### config.mk
export PLATFORM = sky130hd
export DESIGN_NAME = order_matcher
export DESIGN_NICKNAME = d
export VERILOG_FILES = /design/src/rtl/order_matcher.sv
export SDC_FILE = /design/constraint.sdc
export NUM_CORES = 1
export LEC_CHECK = 0
export ABC_AREA = 1
export BUFFER_PORTS_ARGS = -buffer_cell sky130_fd_sc_hd__buf_2
export CAP_MARGIN = 10
export CORE_ASPECT_RATIO = 1.25
export CORE_MARGIN = 2
export CORE_UTILIZATION = 45
export DETAILED_ROUTE_END_ITERATION = 8
export GPL_ROUTABILITY_DRIVEN = 0
export HOLD_SLACK_MARGIN = 0.02
export PLACE_DENSITY = 0.76
export SKIP_CTS_REPAIR_TIMING = 1
export SYNTH_ARGS = -nofsm -noshare
export SYNTH_HDL_FRONTEND = slang
export SYNTH_SLANG_ARGS = --single-unit
### constraint.sdc
create_clock -name clk -period 2.1 [get_ports clk]
set_clock_uncertainty 0.05 [all_clocks]
set_input_delay 0.21 -clock clk [delete_from_list [all_inputs] [get_ports clk]]
set_output_delay 0.21 -clock clk [all_outputs]
set_load 0.01 [all_outputs]
### src/rtl/order_matcher.sv
// order_matcher: single-level limit-order matcher.
// Holds one best bid and one best ask with their quantities. It accepts orders over a
// valid/ready handshake. When the book crosses, it emits a one-cycle trade pulse with the
// trade prices and quantity.
// Empty-side sentinels: bid 8'h00 = empty, ask 8'hFF = empty.
// Optional build macro ORDER_CANCEL_EN adds cancel_valid/cancel_side. A cancel clears one
// side while the matcher is idle and takes priority over a simultaneous order.
module order_matcher #(
    parameter int QTY_W = 8,
    parameter int CNT_W = 16
) (
    input  logic             clk,
    input  logic             reset,
    input  logic             order_valid,
    output logic             order_ready,
    input  logic             order_side,
    input  logic [7:0]       order_price,
    input  logic [QTY_W-1:0] order_qty,
`ifdef ORDER_CANCEL_EN
    input  logic             cancel_valid,
    input  logic             cancel_side,
`endif
    output logic             match_signal,
    output logic [7:0]       buy_price,
    output logic [7:0]       sell_price,
    output logic [QTY_W-1:0] match_qty,
    output logic [7:0]       best_bid,
    output logic [7:0]       best_ask,
    output logic [QTY_W-1:0] bid_qty,
    output logic [QTY_W-1:0] ask_qty,
    output logic [CNT_W-1:0] match_count,
    output logic [7:0]       reject_count
);

    localparam logic [1:0] ST_IDLE  = 2'd0;
    localparam logic [1:0] ST_CHECK = 2'd1;
    localparam logic [1:0] ST_MATCH = 2'd2;

    localparam logic [7:0]       BID_EMPTY = 8'h00;
    localparam logic [7:0]       ASK_EMPTY = 8'hFF;
    localparam logic [QTY_W-1:0] QTY_ZERO  = {QTY_W{1'b0}};
    localparam logic [QTY_W-1:0] QTY_MAX   = {QTY_W{1'b1}};
    localparam logic [CNT_W-1:0] CNT_ZERO  = {CNT_W{1'b0}};
    localparam logic [CNT_W-1:0] CNT_ONE   = {{(CNT_W-1){1'b0}}, 1'b1};
    localparam logic [7:0]       REJ_MAX   = 8'hFF;

    // Unsigned add that clamps at the all-ones value instead of wrapping.
    function automatic logic [QTY_W-1:0] qty_sat_add(input logic [QTY_W-1:0] a,
                                                     input logic [QTY_W-1:0] b);
        logic [QTY_W:0] sum;
        sum = {1'b0, a} + {1'b0, b};
        if (sum[QTY_W]) begin
            qty_sat_add = QTY_MAX;
        end else begin
            qty_sat_add = sum[QTY_W-1:0];
        end
    endfunction

    // Smaller of two quantities; this is the size of a trade.
    function automatic logic [QTY_W-1:0] qty_min(input logic [QTY_W-1:0] a,
                                                 input logic [QTY_W-1:0] b);
        if (a < b) begin
            qty_min = a;
        end else begin
            qty_min = b;
        end
    endfunction

    // Architectural state
    logic [1:0]       state_r;
    logic [7:0]       best_bid_r;
    logic [7:0]       best_ask_r;
    logic [QTY_W-1:0] bid_qty_r;
    logic [QTY_W-1:0] ask_qty_r;
    logic [7:0]       buy_price_r;
    logic [7:0]       sell_price_r;
    logic [QTY_W-1:0] match_qty_r;
    logic             match_signal_r;
    logic [CNT_W-1:0] match_count_r;
    logic [7:0]       reject_count_r;

    // Next-state values
    logic [1:0]       state_s;
    logic [7:0]       best_bid_s;
    logic [7:0]       best_ask_s;
    logic [QTY_W-1:0] bid_qty_s;
    logic [QTY_W-1:0] ask_qty_s;
    logic [7:0]       buy_price_s;
    logic [7:0]       sell_price_s;
    logic [QTY_W-1:0] match_qty_s;
    logic             match_signal_s;
    logic [CNT_W-1:0] match_count_s;
    logic [7:0]       reject_count_s;

    logic             cancel_req_s;
    logic             cancel_sel_s;
    logic             order_ready_s;
    logic             handshake_s;
    logic             reject_s;
    logic             crossed_s;
    logic [QTY_W-1:0] bid_left_s;
    logic [QTY_W-1:0] ask_left_s;

`ifdef ORDER_CANCEL_EN
    assign cancel_req_s = cancel_valid;
    assign cancel_sel_s = cancel_side;
`else
    assign cancel_req_s = 1'b0;
    assign cancel_sel_s = 1'b0;
`endif

    // A cancel in IDLE blocks the handshake so that the order stays offered for the next cycle.
    assign order_ready_s = reset & (state_r == ST_IDLE) & ~cancel_req_s;
    assign handshake_s   = order_valid & order_ready_s;
    assign crossed_s     = (best_bid_r != BID_EMPTY) && (best_ask_r != ASK_EMPTY) &&
                           (best_bid_r >= best_ask_r);
    assign bid_left_s    = bid_qty_r - match_qty_r;
    assign ask_left_s    = ask_qty_r - match_qty_r;

    // Next-state computation for the book, trade outputs and counters.
    always_comb begin
        state_s        = state_r;
        best_bid_s     = best_bid_r;
        best_ask_s     = best_ask_r;
        bid_qty_s      = bid_qty_r;
        ask_qty_s      = ask_qty_r;
        buy_price_s    = buy_price_r;
        sell_price_s   = sell_price_r;
        match_qty_s    = match_qty_r;
        match_signal_s = 1'b0;
        match_count_s  = match_count_r;
        reject_s       = 1'b0;

        case (state_r)
            ST_IDLE: begin
                if (cancel_req_s) begin
                    if (cancel_sel_s == 1'b0) begin
                        best_bid_s = BID_EMPTY;
                        bid_qty_s  = QTY_ZERO;
                    end else begin
                        best_ask_s = ASK_EMPTY;
                        ask_qty_s  = QTY_ZERO;
                    end
                end else if (handshake_s) begin
                    if (order_qty == QTY_ZERO) begin
                        reject_s = 1'b1;
                    end else if (order_side == 1'b0) begin
                        // Buy: a higher price improves the bid
                        if (order_price == BID_EMPTY) begin
                            reject_s = 1'b1;
                        end else if ((best_bid_r == BID_EMPTY) || (order_price > best_bid_r)) begin
                            best_bid_s = order_price;
                            bid_qty_s  = order_qty;
                            state_s    = ST_CHECK;
                        end else if (order_price == best_bid_r) begin
                            bid_qty_s  = qty_sat_add(bid_qty_r, order_qty);
                            state_s    = ST_CHECK;
                        end else begin
                            reject_s = 1'b1;
                        end
                    end else begin
                        // Sell: a lower price improves the ask
                        if (order_price == ASK_EMPTY) begin
                            reject_s = 1'b1;
                        end else if ((best_ask_r == ASK_EMPTY) || (order_price < best_ask_r)) begin
                            best_ask_s = order_price;
                            ask_qty_s  = order_qty;
                            state_s    = ST_CHECK;
                        end else if (order_price == best_ask_r) begin
                            ask_qty_s  = qty_sat_add(ask_qty_r, order_qty);
                            state_s    = ST_CHECK;
                        end else begin
                            reject_s = 1'b1;
                        end
                    end
                end else begin
                    state_s = ST_IDLE;
                end
            end

            ST_CHECK: begin
                if (crossed_s) begin
                    // Register the trade so that it is visible together with the pulse in MATCH
                    state_s        = ST_MATCH;
                    match_signal_s = 1'b1;
                    buy_price_s    = best_bid_r;
                    sell_price_s   = best_ask_r;
                    match_qty_s    = qty_min(bid_qty_r, ask_qty_r);
                end else begin
                    state_s = ST_IDLE;
                end
            end

            ST_MATCH: begin
                // Fill both sides; a side that is fully consumed reverts to its sentinel
                bid_qty_s     = bid_left_s;
                ask_qty_s     = ask_left_s;
                if (bid_left_s == QTY_ZERO) begin
                    best_bid_s = BID_EMPTY;
                end else begin
                    best_bid_s = best_bid_r;
                end
                if (ask_left_s == QTY_ZERO) begin
                    best_ask_s = ASK_EMPTY;
                end else begin
                    best_ask_s = best_ask_r;
                end
                match_count_s = match_count_r + CNT_ONE;
                state_s       = ST_CHECK;
            end

            default: begin
                state_s = ST_IDLE;
            end
        endcase

        if (reject_s && (reject_count_r != REJ_MAX)) begin
            reject_count_s = reject_count_r + 8'd1;
        end else begin
            reject_count_s = reject_count_r;
        end
    end

    // State register with synchronous active-low reset.
    always_ff @(posedge clk) begin
        if (!reset) begin
            state_r        <= ST_IDLE;
            best_bid_r     <= BID_EMPTY;
            best_ask_r     <= ASK_EMPTY;
            bid_qty_r      <= QTY_ZERO;
            ask_qty_r      <= QTY_ZERO;
            buy_price_r    <= 8'h00;
            sell_price_r   <= 8'h00;
            match_qty_r    <= QTY_ZERO;
            match_signal_r <= 1'b0;
            match_count_r  <= CNT_ZERO;
            reject_count_r <= 8'h00;
        end else begin
            state_r        <= state_s;
            best_bid_r     <= best_bid_s;
            best_ask_r     <= best_ask_s;
            bid_qty_r      <= bid_qty_s;
            ask_qty_r      <= ask_qty_s;
            buy_price_r    <= buy_price_s;
            sell_price_r   <= sell_price_s;
            match_qty_r    <= match_qty_s;
            match_signal_r <= match_signal_s;
            match_count_r  <= match_count_s;
            reject_count_r <= reject_count_s;
        end
    end

    assign order_ready  = order_ready_s;
    assign match_signal = match_signal_r;
    assign buy_price    = buy_price_r;
    assign sell_price   = sell_price_r;
    assign match_qty    = match_qty_r;
    assign best_bid     = best_bid_r;
    assign best_ask     = best_ask_r;
    assign bid_qty      = bid_qty_r;
    assign ask_qty      = ask_qty_r;
    assign match_count  = match_count_r;
    assign reject_count = reject_count_r;

endmodule

==> run metrics <==
routed vias=approximately 7000; Worst path max stage delay=around 400 ps; Max-Cap Viols=0; Antenna diodes=0; Vias/cell=~5.3; share of cells above drive strength 1=between 20% and 30%; Synth Area in XOR/XNOR=2.91%; Critical-path top delay cell=fa_2; design area=8310 µm²; CP Max Fanout=8; Worst-Margin Slew=between 600 and 700 ps; CP cell instances=ha_4, inv_2, fa_2, nand3_2, nand3_2, xor2_2, nor2_1, nand3_2, nand2_4, nand2_8, nand2_2, nand2_2, nor2_2; post-layout min period=approximately 2200 ps; clk root buf=clkbuf_16; Clk Latency, worst-skew pair=~350 ps; CP Buf/Inv Count=1; failing checks=setup timing; multiplexer area fraction after synthesis=0%; outcome=finished with violations; Critical Path Sink Type=register; final hold vios=0; row cnt=48; Die W=110 µm; total grt overflow=0; CTS tree=done; PortBufs=approximately 100; LEAKAGE=4.24 nW; largest family of logic cells by synthesized area=simple AND/OR/NAND/NOR gates; Max Clock Freq=around 460 MHz; H-tree levels=3; Synth area leader=dfxtp_1; mapped cell area=6320 µm²; CTS buffer count=9; Filler cells=around 1300; Mapped Cells=about 970; Avg Cell Area, Syn=around 6.5 µm²; vias in the first global route=6373; Worst EP arrival=2430 ps; Synth Area in Compound Gates=12.6%; Detail Placement HPWL=around 15000 µm; CP Launch Type=register; antenna-violating nets left=0; slew margin rel.=53.1%; die span in y=roughly 140 µm; Longest Clk Path Bufs=2; global-route wire length before repair=around 30000 µm; P&R area growth vs syn=31.4%; drt drc=0; clk sinks=83; multi-input logic area=~4500 µm²; Synth area leaders=dfxtp_1, nand2_1, ha_1; count of warnings emitted by yosys=0; die footprint=around 15000 µm²; final setup vio count=16; post-synthesis cell type count=38; post-DR wirelength/cell=15.0 µm; largest net degree at the start of global routing=47; I/O pin count=102; syn nets=roughly 1100; Initial Utilization=46.0%; nets=approximately 1200; Core Area=about 14000 µm²; synthesized flop and latch total=83; total wire length=19700 µm; initial antenna violation count=0; Power, Total=roughly 4.8 mW; Max IR drop VDD=approximately 0.47 mV; sequential-to-total area share from yosys stat=between 20% and 30%; Post-Synth Adder-Cell Area=13.7%; crit path kind=reg -> reg; Clk pin slew, worst setup/hold paths=60 ps; Final WS setup=-87.5 ps; Worst EP required=2340 ps; Synth Area in Simple Gates=between 30% and 40%; most numerous cell on the critical path=nand3_2; post-synth top area share=26.3%; RSZ-0062 raised after global routing=yes; placed cell area=around 7500 µm²; Register Area=around 1700 µm²; DR iter-0 viols=373; Pre-antenna DRT Iters=5; min-delay worst type=in -> reg; CP delay by family, top=simple AND/OR/NAND/NOR gates; Slew Viols, Final=0; Power Dens Cells=around 580 nW/µm²; Tcrit/Tclk final=104%; GRT Resource Usage Total=roughly 26%
[layer usage]
layer	vias to the layer above	global-route usage, %	routed length, µm
met5	-	0	0
met4	0	11.3	753
met3	64	4.71	937
met2	203	44.6	10100
met1	3230	30.4	7990
li1	3513	-	-
[final cells by class]
type,instances,share of cell area [%]
Clock buffer,11,3.04
Clock inverter,5,0.738
Inverter,127,5.77
Multi-Input combinational cell,739,53.9
Sequential cell,83,20.3
Tap cell,175,2.64
Timing Repair Buffer,180,13.6
[synth_stat cells]
master / number
a211oi_1: 1
a21boi_0: 3
a21boi_4: 1
a21o_1: 3
a21oi_1: 79
a31oi_1: 2
buf_1: 2
buf_2: 2
buf_4: 3
buf_6: 2
clkbuf_1: 12
dfxtp_1: 83
fa_1: 4
ha_1: 63
inv_1: 125
inv_2: 1
inv_4: 1
nand2_1: 230
nand2_2: 3
nand2_4: 4
nand3_1: 80
nand3_2: 2
nand3b_1: 3
nand4_1: 28
nor2_1: 122
nor2_2: 7
nor2_4: 6
nor3_1: 12
nor4_1: 2
o2111ai_1: 1
o211ai_1: 5
o21a_1: 9
o21ai_0: 38
o21ai_2: 1
o21bai_1: 1
or2_2: 6
xnor2_1: 6
xor2_1: 15
[state kept, by name, summed over array words and instances (netlist names)]
signal	cells
sell_price	8
match_qty	8
match_count	16
bid_qty	8
best_ask	8
reject_count	8
best_bid	8
state_r	2
ask_qty	8
match_signal	1
buy_price	8
[through the flow]
stage / util, % / setup TNS (ps) / setup WS, ps / hold slack [ps] / std cells
2_1_floorplan: - / 0 / 4.37 / 367 / 968
3_3_place_gp: 54.7 / -268 / -38.9 / 410 / 1299
3_5_place_dp: 54.7 / -1010 / -73.6 / 418 / 1299
4_1_cts: 57.0 / -1370 / -112 / 149 / 1315
5_1_grt: 60.4 / -3520 / -227 / 176 / 1320
6_report: 60.4 / -1060 / -87.5 / 155 / 1320
[worst reg2reg max path: stages (launching register included)]
cell and delay (ps):
dfxtp_4 390, ha_4 140, inv_2 40, fa_2 400, nand3_2 100, nand3_2 90
xor2_2 160, nor2_1 140, nand3_2 150, nand2_4 170, nand2_8 100, nand2_2 90
nand2_2 50, nor2_2 60
[layout by cell type, fill, tap and decap left out, types with 11 or more instances in the layout]
cell type,instances
xor2_1,13
nand3_1,70
inv_2,13
ha_4,11
a21oi_1,70
nand2_2,26
dfxtp_1,67
nor2_2,13
nand2_1,206
nor2_1,116
buf_4,72
inv_1,113
dfxtp_2,15
ha_1,50
nand4_1,28
o21ai_0,35
buf_2,101
[logic make-up after synthesis]
logic type                 after synthesis
and+or+nand+nor                        505
DFF                                     83
adders and majority gates               67
xor gates and xnor gates                21
buffers and inverters                  148
AOI/OAI and AO/OA                      144
[path summary, 6_finish.rpt]
path	endpoint	from	depth (start not counted)	slack (ps)
setup / recovery	best_bid[7]$_SDFFE_PN0P_	match_qty[0]$_SDFFE_PN0P_	13	-90
hold / removal	state_r[0]$_SDFFE_PN0P_	order_valid	4	150
setup reg to reg	best_bid[7]$_SDFFE_PN0P_	match_qty[0]$_SDFFE_PN0P_	13	-90
hold reg to reg	sell_price[3]$_SDFFE_PN0P_	sell_price[3]$_SDFFE_PN0P_	2	430
[report_power, final]
| group | switching [mW] | internal (mW) |
|---|---|---|
| clock network | 0.675 | 0.988 |
| logic | 0.892 | 0.611 |
| registers | 0.0544 | 1.62 |
| total | 1.62 | 3.22 |
No activity file was read; power rests on OpenSTA's default activity.
